File: config.mk
export PLATFORM = sky130hd
export DESIGN_NAME = instr_fetch
export DESIGN_NICKNAME = d
export VERILOG_FILES = /design/src/rtl/instr_fetch.sv
export SDC_FILE = /design/constraint.sdc
export NUM_CORES = 1
export LEC_CHECK = 0
export BUFFER_PORTS_ARGS = -buffer_cell sky130_fd_sc_hd__buf_2
export CORE_MARGIN = 2
export CORE_UTILIZATION = 40
export DETAILED_ROUTE_END_ITERATION = 16
export GPL_TIMING_DRIVEN = 0
export PLACE_DENSITY_LB_ADDON = 0.05
export SYNTH_ARGS = -nofsm -noshare
export SYNTH_HDL_FRONTEND = slang
export SYNTH_SLANG_ARGS = --single-unit
export TNS_END_PERCENT = 50
File: constraint.sdc
create_clock -name clk_i -period 5.7 [get_ports clk_i]
set_clock_uncertainty 0.2 [all_clocks]
set_input_delay 0.855 -clock clk_i [delete_from_list [all_inputs] [get_ports clk_i]]
set_output_delay 0.855 -clock clk_i [all_outputs]
set_load 0.05 [all_outputs]
File: src/rtl/instr_fetch.sv
// Instruction fetch unit: credit-limited request issue to instruction memory,
// in-order response tracking with flush discard, and a 2-entry decode FIFO.
module instr_fetch #(
   parameter int XLEN = 32
) (
   input  logic            clk_i,
   input  logic            rst_i,
   input  logic [XLEN-1:0] pc_i,
   input  logic            flush_i,
   output logic            stall_o,
   output logic            imem_req_o,
   output logic [XLEN-1:0] imem_addr_o,
   input  logic            imem_gnt_i,
   input  logic            imem_rvalid_i,
   input  logic [31:0]     imem_rdata_i,
   input  logic            imem_err_i,
   output logic            id_valid_o,
   input  logic            id_ready_i,
   output logic [31:0]     id_instr_o,
   output logic [XLEN-1:0] id_pc_o,
   output logic            id_fault_o
);

   localparam logic [31:0] NOP_INSTR = 32'h0000_0013;

   typedef struct packed {
      logic [31:0]     instr;
      logic [XLEN-1:0] pc;
      logic            fault;
   } fetch_entry_t;

   logic [1:0]      out_q, out_d;
   logic [1:0]      dis_q, dis_d;
   logic [1:0]      cnt_q, cnt_d;
   logic [XLEN-1:0] pcq_q [2];
   logic [XLEN-1:0] pcq_d [2];
   logic            pcq_wr_q, pcq_wr_d;
   logic            pcq_rd_q, pcq_rd_d;
   fetch_entry_t    fifo_q [2];
   fetch_entry_t    fifo_d [2];
   logic            fifo_wr_q, fifo_wr_d;
   logic            fifo_rd_q, fifo_rd_d;

   logic       xfer;
   logic       accept;
   logic       rsp;
   logic       rsp_keep;
   logic       pop;
   logic [2:0] credit;

   assign id_valid_o = (cnt_q != 2'd0);
   assign id_instr_o = fifo_q[fifo_rd_q].instr;
   assign id_pc_o    = fifo_q[fifo_rd_q].pc;
   assign id_fault_o = fifo_q[fifo_rd_q].fault;

   // Slots already owed to the FIFO (outstanding + buffered) minus this cycle's drain.
   assign xfer        = id_valid_o & id_ready_i;
   assign credit      = {1'b0, out_q} + {1'b0, cnt_q} - {2'b00, xfer};
   assign imem_req_o  = ~rst_i & ~flush_i & (credit < 3'd2);
   assign imem_addr_o = pc_i;
   assign accept      = imem_req_o & imem_gnt_i;
   assign stall_o     = rst_i | (~accept & ~flush_i);

   assign rsp      = imem_rvalid_i & (out_q != 2'd0);
   assign rsp_keep = rsp & (dis_q == 2'd0) & ~flush_i;
   assign pop      = xfer & ~flush_i;

   always_comb begin
      // NOTE: every _d starts from its _q so no path through this block infers a latch.
      out_d     = out_q + {1'b0, accept} - {1'b0, rsp};
      dis_d     = dis_q;
      cnt_d     = cnt_q;
      pcq_d     = pcq_q;
      pcq_wr_d  = pcq_wr_q;
      pcq_rd_d  = pcq_rd_q;
      fifo_d    = fifo_q;
      fifo_wr_d = fifo_wr_q;
      fifo_rd_d = fifo_rd_q;

      if (accept) begin
         pcq_d[pcq_wr_q] = pc_i;
         pcq_wr_d        = ~pcq_wr_q;
      end
      if (rsp) pcq_rd_d = ~pcq_rd_q;

      if (flush_i) begin
         // Everything still in flight after this edge belongs to the old stream.
         dis_d     = out_q - {1'b0, rsp};
         cnt_d     = 2'd0;
         fifo_wr_d = 1'b0;
         fifo_rd_d = 1'b0;
      end else begin
         if (rsp && (dis_q != 2'd0)) dis_d = dis_q - 2'd1;
         if (rsp_keep) begin
            fifo_d[fifo_wr_q].instr = imem_err_i ? NOP_INSTR : imem_rdata_i;
            fifo_d[fifo_wr_q].pc    = pcq_q[pcq_rd_q];
            fifo_d[fifo_wr_q].fault = imem_err_i;
            fifo_wr_d               = ~fifo_wr_q;
         end
         if (pop) fifo_rd_d = ~fifo_rd_q;
         cnt_d = cnt_q + {1'b0, rsp_keep} - {1'b0, pop};
      end
   end

   // NOTE: state registers use non-blocking assignments so every flop samples pre-edge values.
   always_ff @(posedge clk_i) begin
      if (rst_i) begin
         out_q     <= 2'd0;
         dis_q     <= 2'd0;
         cnt_q     <= 2'd0;
         pcq_wr_q  <= 1'b0;
         pcq_rd_q  <= 1'b0;
         fifo_wr_q <= 1'b0;
         fifo_rd_q <= 1'b0;
         // NOTE: FIFO storage is reset because id_* must read zero out of reset; the PC queue is not.
         fifo_q[0] <= '0;
         fifo_q[1] <= '0;
      end else begin
         out_q     <= out_d;
         dis_q     <= dis_d;
         cnt_q     <= cnt_d;
         pcq_wr_q  <= pcq_wr_d;
         pcq_rd_q  <= pcq_rd_d;
         fifo_wr_q <= fifo_wr_d;
         fifo_rd_q <= fifo_rd_d;
         fifo_q    <= fifo_d;
      end
      pcq_q <= pcq_d;
   end

   a_fifo_no_overflow : assert property (@(posedge clk_i) disable iff (rst_i)
      !(rsp_keep && (cnt_q == 2'd2) && !pop));

endmodule

**Word-level counts from Yosys, hierarchy flattened**

Index checks and enable logic that the tools add are counted.

- Output and inout bits: 100
- Input bits: 71
- Memory bits (writable): 0
- Bits in latches: 0
- Register bits: 204
- Bits in read-only memories: 0
- Logic and storage cells: 82
- Memories: 0

- Equal/unequal tests: 0
- Multiply operators: 0
- Magnitude comparators: 7
- Bitwise gates (word level): 21
- $add $sub $neg: 8
- Mux-type cells: 21
- Div/mod/pow operators: 0
- Reductions and logical operators: 10
- Shift operators: 0

Operators by type and width:

| cell | number |
|---|---|
| $bwmux 130 | 3 |
| $mux 65 | 4 |
| $demux 65 s1 | 3 |
| $mux 32 | 5 |
| $bwmux 64 | 1 |
| $mux 33 | 1 |
| $demux 32 s1 | 1 |
| $and 1x1->1 | 9 |
| $ge 2x2->1 const B | 4 |
| $not 1->2 | 4 |
| $reduce_bool 2->1 | 4 |
| $not 1->1 | 7 |
| $sub 2x1->2 | 3 |
| $add 2x1->2 | 2 |
| $lt 2x1->1 const B | 2 |
| $mux 2 | 2 |
| $add 2x2->3 | 1 |
| $logic_and 1x1->1 | 3 |
| $lt 3x2->1 const B | 1 |
| $sub 3x1->3 | 1 |
| $logic_not 2->1 | 1 |
| $reduce_and 2->1 | 1 |
| $reduce_or 2->1 | 1 |
| $sub 2x1->2 const B | 1 |
| other kinds (2) | 2 |

**Longest topological paths before layout**

Gate-level depths: netlist of the first run.

- Depth after elaboration: 9
- Gate-level depth with buffers: 14
- Mapped depth without buffers: 14

**Worst setup path after synthesis of the first run**

No wires, ideal clock.

- Path type: input to register
- Start: input port id_ready_i
- End: register pcq_q[32] in the netlist's numbering (enable)
- Setup slack: 1.444 ns
- Required time: 5.079 ns
- Cell stages on the path: 9
- Library setup time: 0.421 ns
- Arrival: 3.635 ns
- Buffers on the path: 0
- Cells stage by stage: o21ai_0 > inv_1 > ha_1 > nand2b_1 > fa_1 > xor2_1 > and4_1 > inv_1 > nor2_1

- Word-level cells in the longest chain between the ends: 5

RTL lines:

| element | line | RTL |
|---|---|---|
| start, declared | 18 | `input logic id_ready_i,` |
| $and 1x1->1 | 57 | `assign xfer = id_valid_o & id_ready_i;` |
| $sub 3x1->3 | 58 | `assign credit = {1'b0, out_q} + {1'b0, cnt_q} - {2'b00, xfer};` |
| $lt 3x2->1 | 59 | `assign imem_req_o = ~rst_i & ~flush_i & (credit < 3'd2);` |
| $and 1x1->1 | 59 |  |
| $and 1x1->1 | 61 | `assign accept = imem_req_o & imem_gnt_i;` |
| end signal, assigned | 128 | `pcq_q <= pcq_d;` |
| end, declared | 35 | `logic [XLEN-1:0] pcq_q [2];` |

Every way passes these cells.
A chain may end at the register's enable or synchronous reset.

**Final worst setup path of the first run**

- Start: register cnt_q[0]
- End: output port stall_o

- Word-level cells in the longest chain between the ends: 9
- Elaborated cells between the ends (all ways): 10
- Classes of those cells: add/sub (2); order compare (1); bitwise (6); reduce/logical (1)

RTL lines:

| element | line | RTL |
|---|---|---|
| start, declared | 34 | `logic [1:0] cnt_q, cnt_d;` |
| start signal, assigned | 121 | `cnt_q <= cnt_d;` |
| parallel branches: the longest is 2 deep, another holds $add 2x2->3 | n/a |  |
| $sub 3x1->3 * | 58 |  |
| $lt 3x2->1 * | 59 |  |
| $and 1x1->1 * | 59 |  |
| $and 1x1->1 * | 61 |  |
| $not 1->1 * | 62 | `assign stall_o = rst_i \| (~accept & ~flush_i);` |
| $and 1x1->1 * | 62 |  |
| $or 1x1->1 * | 62 |  |
| end, declared | 10 | `output logic stall_o,` |

Every way passes the cells marked *.

==> impl_results.md, run 1 <==
- Status: completed
- Starting Density: 40.4%
- Leakage: 5.45 nW
- Internal power: 2.82 mW
- Fraction of registers with async set/reset: 0%
- RSZ-0062 raised after global routing: no
- Crit path largest cell delay: 0.38 ns
- Post-synth EDFFs: 64
- Row Count: 56
- Synth warnings: 0
- Top-count cell post-synth: mux2i_1
- Global Route Usage Sum: between 10% and 20%
- Clock Sink Count: around 200
- Routed Antenna Nets: 0
- Place WS: ~1.8 ns
- Gpl congestion: 0.713
- Grt ovf: 0
- Net load switching power: between 1 and 1.5 mW
- Final worst setup slack: roughly 1.7 ns
- Synth top cells by count: mux2i_1 (163), dfxtp_1 (140), nand2b_1 (133), mux2_2 (65), edfxtp_1 (64)
- P per Cell Area: ~340 nW/um^2
- Cells on Worst Hold Path: 2
- Post-DP HPWL: approximately 14000 um
- N_diodes: 0
- Area Growth Syn to Fin: 21.7%
- CP startpoint kind: flop
- Fmax: between 200 and 300 MHz
- TritonCTS Buffers: 23
- Max clock buf depth: 3
- Layout cells sized above 1: 40.2%
- Pins Over Slew Limit: 0
- R2R depth: 10
- Reg power frac: a little over two fifths
- Core area: approximately 23000 um^2
- Mapped Nets: 852
- Die height: 158 um
- Htree depth: 1
- Worst-Margin Slew: around 0.70 ns
- #FFs+latches synth: just over 200
- Final Hold Fails: 0
- Critical Path AT: a little under 3 ns
- Hold WC Path Type: reg -> reg
- Comb pwr share: between 20% and 30%
- Top FF cell, synth: dfxtp_1
- Peak VDD IR: about 0.24 mV
- # resized after CTS: 0
- Post-route setup TNS: 0 ns
- Pre-Repair DR Iteration Count: 4
- Antenna violations before repair: 0
- Post-Route WL: between 20000 and 25000 um
- Worst-skew pair later-pin latency: just over 0.5 ns
- CP Cell Sequence: o21ai_0 > inv_1 > ha_1 > nand2b_1 > fa_1 > xor2_1 > and4_1 > o21bai_1 > buf_2
- Cells after Synth: approximately 770
- Hold Buf Count CTS: 0
- Vias in the first global route: around 6000
- Max_slew headroom: 53.5%
- Number of max-cap violations: 0
- Largest net degree at the start of global routing: 32
- Critical path type: reg -> out
- Post-synth design cell area: 9440 um^2
- Top Ports: 171
- Clock share of power: a little under two fifths
- Worst-path clk slew: roughly 0.06 ns
- DRT iter0 DRCs: approximately 220
- Global-route wire length before repair: approximately 33000 um
- Crit path time final: between 3 and 4 ns
- # placed instances: ~1300
- Final setup violation count: 0
- Worst-path fanout max: 3
- Largest cells by area after synthesis: dfxtp_1 (30%), edfxtp_1 (20%), mux2i_1 (17%), nand2b_1 (8.8%), mux2_2 (7.8%)
- Top cell type's share of synthesized area: between 20% and 30%
- Clk root buf: clkbuf_16
- # DRC: 0
- Nets: roughly 1000
- Critical Path End Type: output port
- Number of buffers added for setup after CTS: 0
- CP required: ~4.6 ns
- Post-synthesis sequential area ratio: 50.1%
- Die ar.: about 25000 um^2
- Die W: 158 um
- Synth Area per Inst: between 10 and 15 um^2
- Via count: 5952
- CTS tree: yes
- Total power: between 3 and 4 mW
- Vias per cell: around 4.6
- Port buffer count: ~170
- Fin cells: approximately 1300
- Sw Ratio: approximately 28%
- Dominant cell type by area after synthesis: dfxtp_1
- Period utilisation layout: a little over two thirds
- CP max-delay cell: fa_1
- DR WL/cell: around 16 um
- Netlist cell types: 38
final timing paths:
kind                            slack [ns]         end  startpoint
worst max-delay path                  1.74     stall_o    cnt_q[0]
worst min register to register        0.27  fifo_q[88]  fifo_q[88]
worst max register to register        2.37   pcq_q[50]    cnt_q[0]
worst min-delay path                  0.27  fifo_q[88]  fifo_q[88]
cells by family (layout without fill, tap and decap cells):
kind of cell / Yosys count / after routing / share of synthesized area (%)
AOI/OAI and AO/OA: 12 / 12 / 1.01
DFF: 204 / 204 / 50.1
buffers and inverters: 95 / 308 / 6.66
and+or+nand+nor: 215 / 215 / 15.1
xor gates and xnor gates: 9 / 9 / 0.835
adders and majority gates: 9 / 9 / 1.27
muxes: 228 / 228 / 25.0
power groups by stage:
stage               clock (mW)  sequential, mW  combinational, mW
floorplan                    0            1.66              0.647
finish                    1.46            1.64              0.834
global placement             0            1.67              0.829
CTS                       1.51            1.64              0.850
detailed placement           0            1.67              0.847
global route              1.56            1.65              0.905
metal layers:
layer / global-route usage, % / wire length (um)
met2: 28.8 / 9690
met1: 22.5 / 9670
met5: 0 / 0
met4: 3.94 / 379
met3: 2.66 / 999
critical path: cells and delay by family, from the launching register on:
kind            cells  cell delay [ns]
buf+inv             2             0.38
compound gates      2             0.53
xor+xnor            1             0.16
simple gates        2             0.37
fa+ha+maj           2             0.65
flops               1             0.33
layout by cell type, fill, tap and decap left out, types with 10 or more instances in the layout:
master     instances
buf_2            177
mux2i_1          163
dfxtp_1          140
nand2b_1         133
mux2_2            65
edfxtp_1          64
buf_4             36
clkbuf_1          33
or2_2             32
or3b_2            29
clkbuf_16         23
inv_1             10
registers in the layout (all words and copies together) (netlist names):
register	count
pcq_wr_q	1
fifo_wr_q	1
pcq_rd_q	1
cnt_q	2
fifo_rd_q	1
out_q	2
pcq_q	64
dis_q	2
fifo_q	130
area by class of cell:
cell class              instances  area (um^2)
plain buffers                  84          584
clock buffers                  38          702
clock inverters                 4         48.8
fillers                      2205        11800
inverters                      11         43.8
multi-input cells             473         4090
flip-flops and latches        204         4720
well taps                     319          399
repair buffers                171          893
through the flow:
step           utilization, %  hold WS (ns)  area (um^2)
3_3_place_gp             45.8         0.257        10700
3_5_place_dp             46.0         0.264        10700
4_1_cts                  49.2         0.275        11500
2_1_floorplan               -         0.246         9440
5_1_grt                  49.2         0.287        11500
6_report                 49.2         0.270        11500
Note: power is estimated with default switching activity, not from simulation.
==> inputs of run 2 (changes only) <==
==> constraint.sdc (replaced) <==
create_clock -name clk_i -period 3.4 [get_ports clk_i]
set_clock_uncertainty 0.2 [all_clocks]
set_input_delay 0.51 -clock clk_i [delete_from_list [all_inputs] [get_ports clk_i]]
set_output_delay 0.51 -clock clk_i [all_outputs]
set_load 0.05 [all_outputs]
==> impl_results.md, run 2 (synthesized netlist as in run 1, its figures left out) <==
- Area Growth Syn to Fin: 25.3%
- Hold Path End: pcq_q[30]
- DRT iter0 DRCs: approximately 250
- Global-route wire length before repair: 33000 um
- Crit path largest cell delay: 0.40 ns
- Internal power: between 4 and 5 mW
- Pins Over Slew Limit: 0
- Worst-Margin Slew: between 0.7 and 0.8 ns
- Die ar.: ~25000 um^2
- Clock Sink Count: 204
- Reg power frac: about two fifths
- Largest registers: fifo_q (130), pcq_q (64)
- TritonCTS Buffers: 24
- Leakage: approximately 5.6 nW
- Number of max-cap violations: 0
- Vias per cell: between 4 and 5
- Post-DP HPWL: ~14000 um
- Critical Path AT: roughly 2.6 ns
- Global Route Usage Sum: between 15 and 20%
- Largest net degree at the start of global routing: 33
- Total power: roughly 6.7 mW
- FF-to-FF End: pcq_q[55]
- Htree depth: 1
- Fmax: a little over 300 MHz
- CTS tree: yes
- CP startpoint kind: flop
- Worst-path clk slew: ~0.060 ns
- # DRC: 0
- Commonest non-fill, non-tap cell in the layout: buf_2
- Net load switching power: roughly 1.9 mW
- Die height: between 150 and 200 um
- Nets: around 1100
- WP buf/inv: 2
- R2R Path Start: cnt_q[1]
- Max reg flops: 130
- N_diodes: 0
- Cells on Worst Hold Path: 1
- Clk root buf: clkbuf_16
- Routed Antenna Nets: 0
- DR WL/cell: roughly 16 um
- Layout cells sized above 1: around 40%
- Core area: roughly 23000 um^2
- Grt ovf: 0
- Gpl congestion: 0.706
- Worst-skew pair later-pin latency: approximately 0.51 ns
- Crit path time final: around 3.3 ns
- Critical path type: reg -> out
- R2R depth: 9
- Vias in the first global route: ~6200
- Peak VDD IR: 0.367 mV
- Period utilisation layout: between 90 and 100%
- Final Hold Fails: 0
- Reg with most FFs: fifo_q
- Post-Route WL: approximately 21000 um
- Clock share of power: 37.6%
- Critical Path End Type: output port
- Row Count: 56
- Pre-Repair DR Iteration Count: 4
- Comb pwr share: approximately a fifth
- P per Cell Area: approximately 570 nW/um^2
- Via count: 6089
- Status: completed
- Antenna violations before repair: 0
- Final setup violation count: 0
- Starting Density: between 40% and 50%
- Max clock buf depth: 3
- Sw Ratio: between 20% and 30%
- Final hold slack: 0.0300 ns
- Hold wc startpoint: pc_i[30]
- Top Ports: between 150 and 200
- Die W: 158 um
- CP delay by family, top: adder cells
- CP Cell Sequence: o21ai_2 > inv_1 > ha_1 > nand2b_4 > fa_2 > xor2_2 > and4_4 > o21bai_1 > buf_4
- CP required: approximately 2.7 ns
- Port buffer count: 169
- Max_slew headroom: about 52%
- Commonest non-fill, non-tap cells in the layout: buf_2 (176), mux2i_1 (163), dfxtp_1 (140)
- Worst-path fanout max: 3
- CP max-delay cell: fa_2
- Hold WC Path Type: in -> reg
- FF-to-FF setup slack: around 0.25 ns
[run 2: cell count changes in the layout (fill, tap and decap cells not counted), moves of 2 or more]
cell,delta
dlygate4sd3_1,+26
clkbuf_1,-5
clkinv_2,+4
buf_4,+3
clkbuf_16,+2
clkbuf_8,-2
clkinv_1,+2
clkinvlp_4,+2
[run 2: final cells by class]
type / count / area, um^2
timing repair buffer: 199 / 1170
fill: 2142 / 11500
sequential: 204 / 4720
inverter: 11 / 43.8
clock inverter: 11 / 82.6
buffer: 84 / 584
clock buffer: 33 / 706
multi-input combinational: 473 / 4120
tap: 319 / 399
[run 2: timing repair]
action,4_1_cts,5_1_grt
setup endpoints to repair,16,1
endpoints found under the hold margin,52,0
hold buffers,26,0
buffers inserted,1,1
pin swaps,1,4
resized for setup,3,4
[run 2: worst max-delay path by stage]
stage	from	to	cells past startpoint	slack, ns
after detailed placement	id_ready_i	pcq_q[54]	11	-0.14
final	cnt_q[1]	stall_o	9	0.12
after global routing	cnt_q[1]	stall_o	9	-0.02
after CTS	cnt_q[0]	stall_o	9	0.03
after floorplan	id_ready_i	pcq_q[32]	9	0.02
after global placement	id_ready_i	pcq_q[54]	10	-0.92
[run 2: layer usage]
layer	up-vias	share of wire (%)	GRT usage, %	routed length, um
met5	-	0	0	0
met4	0	1.4	3.90	292
met3	25	4.5	2.87	961
met2	136	48	29.2	10200
met1	2849	46	22.1	9810
li1	3079	-	-	-
[run 2: power by group through the flow]
stage	clock network [mW]	registers [mW]	logic, mW
4_1_cts	2.61	2.74	1.45
5_1_grt	2.71	2.76	1.55
3_3_place_gp	0	2.80	1.39
6_report	2.52	2.74	1.44
3_5_place_dp	0	2.79	1.42
2_1_floorplan	0	2.78	1.09
[run 2: per-stage QoR]
step	util [%]	setup slack [ns]	TNS, ns	area [um^2]	std cells
after global routing	50.7	-0.0180	-0.0180	11800	1334
after detailed placement	46.0	-0.138	-1.91	10700	1262
after CTS	50.6	0.0322	0	11800	1333
after floorplan	-	0.0198	0	9440	772
final	50.7	0.121	0	11800	1334
after global placement	45.8	-0.923	-52.76	10700	1260
==> inputs of run 3 (changes only) <==
--- a/config.mk
+++ b/config.mk
@@ -5,9 +5,11 @@
 export SDC_FILE = /design/constraint.sdc
 export NUM_CORES = 1
 export LEC_CHECK = 0
+export ABC_AREA = 1
 export BUFFER_PORTS_ARGS = -buffer_cell sky130_fd_sc_hd__buf_2
 export CORE_MARGIN = 2
 export CORE_UTILIZATION = 40
+export CTS_CLUSTER_SIZE = 30
 export DETAILED_ROUTE_END_ITERATION = 16
 export GPL_TIMING_DRIVEN = 0
 export PLACE_DENSITY_LB_ADDON = 0.05
==> impl_results.md, run 3 <==
- Area Growth Syn to Fin: 24.4%
- WP buf/inv: 6
- Synth top cells by count: nand2_1 (463), inv_1 (306), nor2_1 (183), dfxtp_1 (140), nand4_1 (72)
- Cells on Worst Hold Path: 1
- Cells after Synth: 1461
- CP max-delay cell: buf_1
- #FFs+latches synth: ~200
- Pins Over Slew Limit: 0
- R2R depth: 18
- Largest registers: fifo_q (130), pcq_q (64)
- Worst-Margin Slew: ~0.8 ns
- N_diodes: 0
- Die ar.: 26300 um^2
- R2R Path Start: cnt_q[1]
- Routed Antenna Nets: 0
- Port buffer count: approximately 170
- CP startpoint kind: input pin
- Peak VDD IR: around 0.37 mV
- Max_slew headroom: between 40 and 50%
- Hold Path End: pcq_q[28]
- Worst-path fanout max: 10
- Top cell type's share of synthesized area: around 28%
- Crit path time final: 3.36 ns
- Clock Sink Count: about 200
- Global Route Usage Sum: approximately a fifth
- FF-to-FF End: out_q[1]
- Max reg flops: between 100 and 150
- Largest net degree at the start of global routing: 33
- Top Ports: 171
- Post-synth design cell area: 10000 um^2
- Grt peak-use layer: met2
- RSZ-0062 raised after global routing: yes
- DP Area: between 10000 and 15000 um^2
- Worst-path clk slew: about 0.06 ns
- CTS tree: yes
- GR Layer Usage met2: 35.0%
- Status: completed
- Critical Path End Type: output port
- CP delay by family, top: buffers and inverters
- Grt ovf: 0
- CP Cell Sequence: dlygate4sd3_1 > buf_2 > inv_2 > buf_2 > buf_1 > nand2_1 > buf_6
- Gpl congestion: about 0.8
- Global-route wire length before repair: around 44000 um
- Layout cells sized above 1: around 17%
- Core area: about 24000 um^2
- Worst-skew pair later-pin latency: 0.51 ns
- GR Util met3: about 2.5%
- Post-layout util: 51.0%
- Vias per cell: roughly 4.4
- Post-synthesis sequential area ratio: 47.1%
- Final Hold Fails: 0
- Final instance area: between 10000 and 15000 um^2
- Commonest non-fill, non-tap cell in the layout: nand2_1
- Reg with most FFs: fifo_q
- Antenna violations before repair: 0
- Crit path largest cell delay: between 0.5 and 0.6 ns
- Period utilisation layout: just under 100%
- Vias in the first global route: 8332
- Max clock buf depth: 3
- Largest cells by area after synthesis: dfxtp_1 (28%), edfxtp_1 (19%), nand2_1 (17%), inv_1 (11%), nor2_1 (6.9%)
- Starting Density: 41.0%
- DR WL/cell: approximately 14 um
- Post-DP HPWL: around 19000 um
- Leakage: ~6.5 nW
- Mapped Nets: 1541
- P per Cell Area: between 500 and 600 nW/um^2
- Pre-Repair DR Iteration Count: 5
- Critical Path AT: roughly 2.7 ns
- Hold wc startpoint: pc_i[28]
- Worst setup startpoint: rst_i
- Grt met1 use: about 29%
- Multi-input gate area: around 3600 um^2
- Synth warnings: 0
- Top-count cell post-synth: nand2_1
- FF-to-FF setup slack: about 0.21 ns
- Final setup violation count: 0
- # DRC: 0
- Critical path type: in -> out
- Via count: between 9000 and 10000
- CP required: approximately 2.7 ns
- Most used cell, CP: buf_2
- Die W: between 150 and 200 um
- Post-synth EDFFs: between 60 and 70
- TritonCTS Buffers: 24
- Commonest non-fill, non-tap cells in the layout: nand2_1 (461), inv_1 (301), buf_2 (189)
- Row Count: 57
- FF+latch area: 4730 um^2
- Nets: between 1500 and 2000
- DRT iter0 DRCs: 530
- Top FF cell, synth: dfxtp_1
- Clk root buf: clkbuf_16
- Post-Route WL: 27800 um
- Synth Area per Inst: 6.86 um^2
- Dominant cell type by area after synthesis: dfxtp_1
- Hold WC Path Type: in -> reg
- Die height: ~160 um
- Fraction of registers with async set/reset: 0%
- Filler cells: 2478
- Fmax: about 300 MHz
- Htree depth: 1
- Netlist cell types: 22
- Number of max-cap violations: 0
## run 3: changes by cell type after synthesis, moves of 21 or more
cell	change
o21ai_0	+67
mux2_2	-65
nand2_1	+461
nand4_1	+72
or3b_2	-29
clkbuf_1	+21
nor2_1	+177
inv_1	+296
mux2i_1	-163
a21oi_1	+26
nand2b_1	-133
or2_2	-31
## run 3: area by class of cell
class | instances | share of cell area [%]
Clock inverter | 7 | 0.291
Multi-Input combinational cell | 835 | 28.9
Buffer | 115 | 4.79
Inverter | 308 | 9.30
Timing Repair Buffer | 207 | 9.76
Clock buffer | 36 | 5.83
Sequential cell | 204 | 37.9
Tap cell | 324 | 3.25
## run 3: worst max-delay path by stage
| stage | end | slack, ns | cells after the start |
|---|---|---|---|
| floorplan | pcq_q[32] | 0.12 | 11 |
| global placement | pcq_q[59] | -0.34 | 10 |
| detailed placement | pcq_q[59] | -0.34 | 10 |
| CTS | stall_o | 0.0007 | 13 |
| global route | stall_o | -0.06 | 7 |
| finish | stall_o | 0.04 | 7 |
## run 3: logic make-up (layout without fill, tap and decap cells)
| kind of cell | Yosys count | count (layout) | share of synthesized area, % |
|---|---|---|---|
| AOI/OAI and AO/OA | 96 | 96 | 4.79 |
| adders and majority gates | 9 | 9 | 1.20 |
| and+or+nand+nor | 727 | 728 | 29.2 |
| DFF | 204 | 204 | 47.1 |
| buffers and inverters | 423 | 673 | 17.5 |
| xor gates and xnor gates | 2 | 2 | 0.175 |
## run 3: routing by layer
layer / wire length, um / vias to the layer above
met3: 1350 / 35
met4: 476 / 0
met5: 0 / -
met2: 12800 / 208
met1: 13300 / 4013
li1: - / 4787
## run 3: worst register-to-register path, cell delays in order, from the launching register on
cell     delay (ns)
dfxtp_2        0.34
inv_2          0.04
nand2_2        0.06
nand2_2        0.06
inv_2          0.07
ha_4           0.19
or2_4          0.22
fa_1           0.52
inv_2          0.05
nor2_4         0.11
nand3_2        0.08
buf_4          0.18
buf_4          0.14
ha_1           0.26
inv_1          0.04
ha_1           0.17
xnor2_1        0.13
o21ai_0        0.15
a21oi_1        0.05
## run 3: report_power, final
| group | total (mW) | switching (mW) | internal (mW) |
|---|---|---|---|
| sequential | 2.75 | 0.0515 | 2.70 |
| combinational | 1.97 | 1.46 | 0.515 |
| clock | 2.48 | 1.01 | 1.47 |
## run 3: through the flow
| step | setup TNS, ns | total power [mW] | hold WS [ns] | setup slack [ns] | instances |
|---|---|---|---|---|---|
| 6_report | 0 | 7.20 | 0.0211 | 0.0369 | 2036 |
| 5_1_grt | -0.0583 | 7.58 | 0.0175 | -0.0559 | 2036 |
| 4_1_cts | 0 | 7.25 | 0.0110 | 0.000720 | 2033 |
| 3_5_place_dp | -12.92 | 4.73 | 0.268 | -0.343 | 1954 |
| 3_3_place_gp | -12.22 | 4.71 | 0.257 | -0.344 | 1954 |
| 2_1_floorplan | 0 | 4.18 | 0.244 | 0.124 | 1461 |
## run 3: what timing repair did
action / in CTS / in global routing
hold buffers: 32 / 0
buffers inserted: 4 / 2
endpoints found under the hold margin: 63 / 0
cloned: 0 / 1
pin swaps: 5 / 7
setup endpoints to repair: 34 / 71
gates resized for setup: 10 / 12
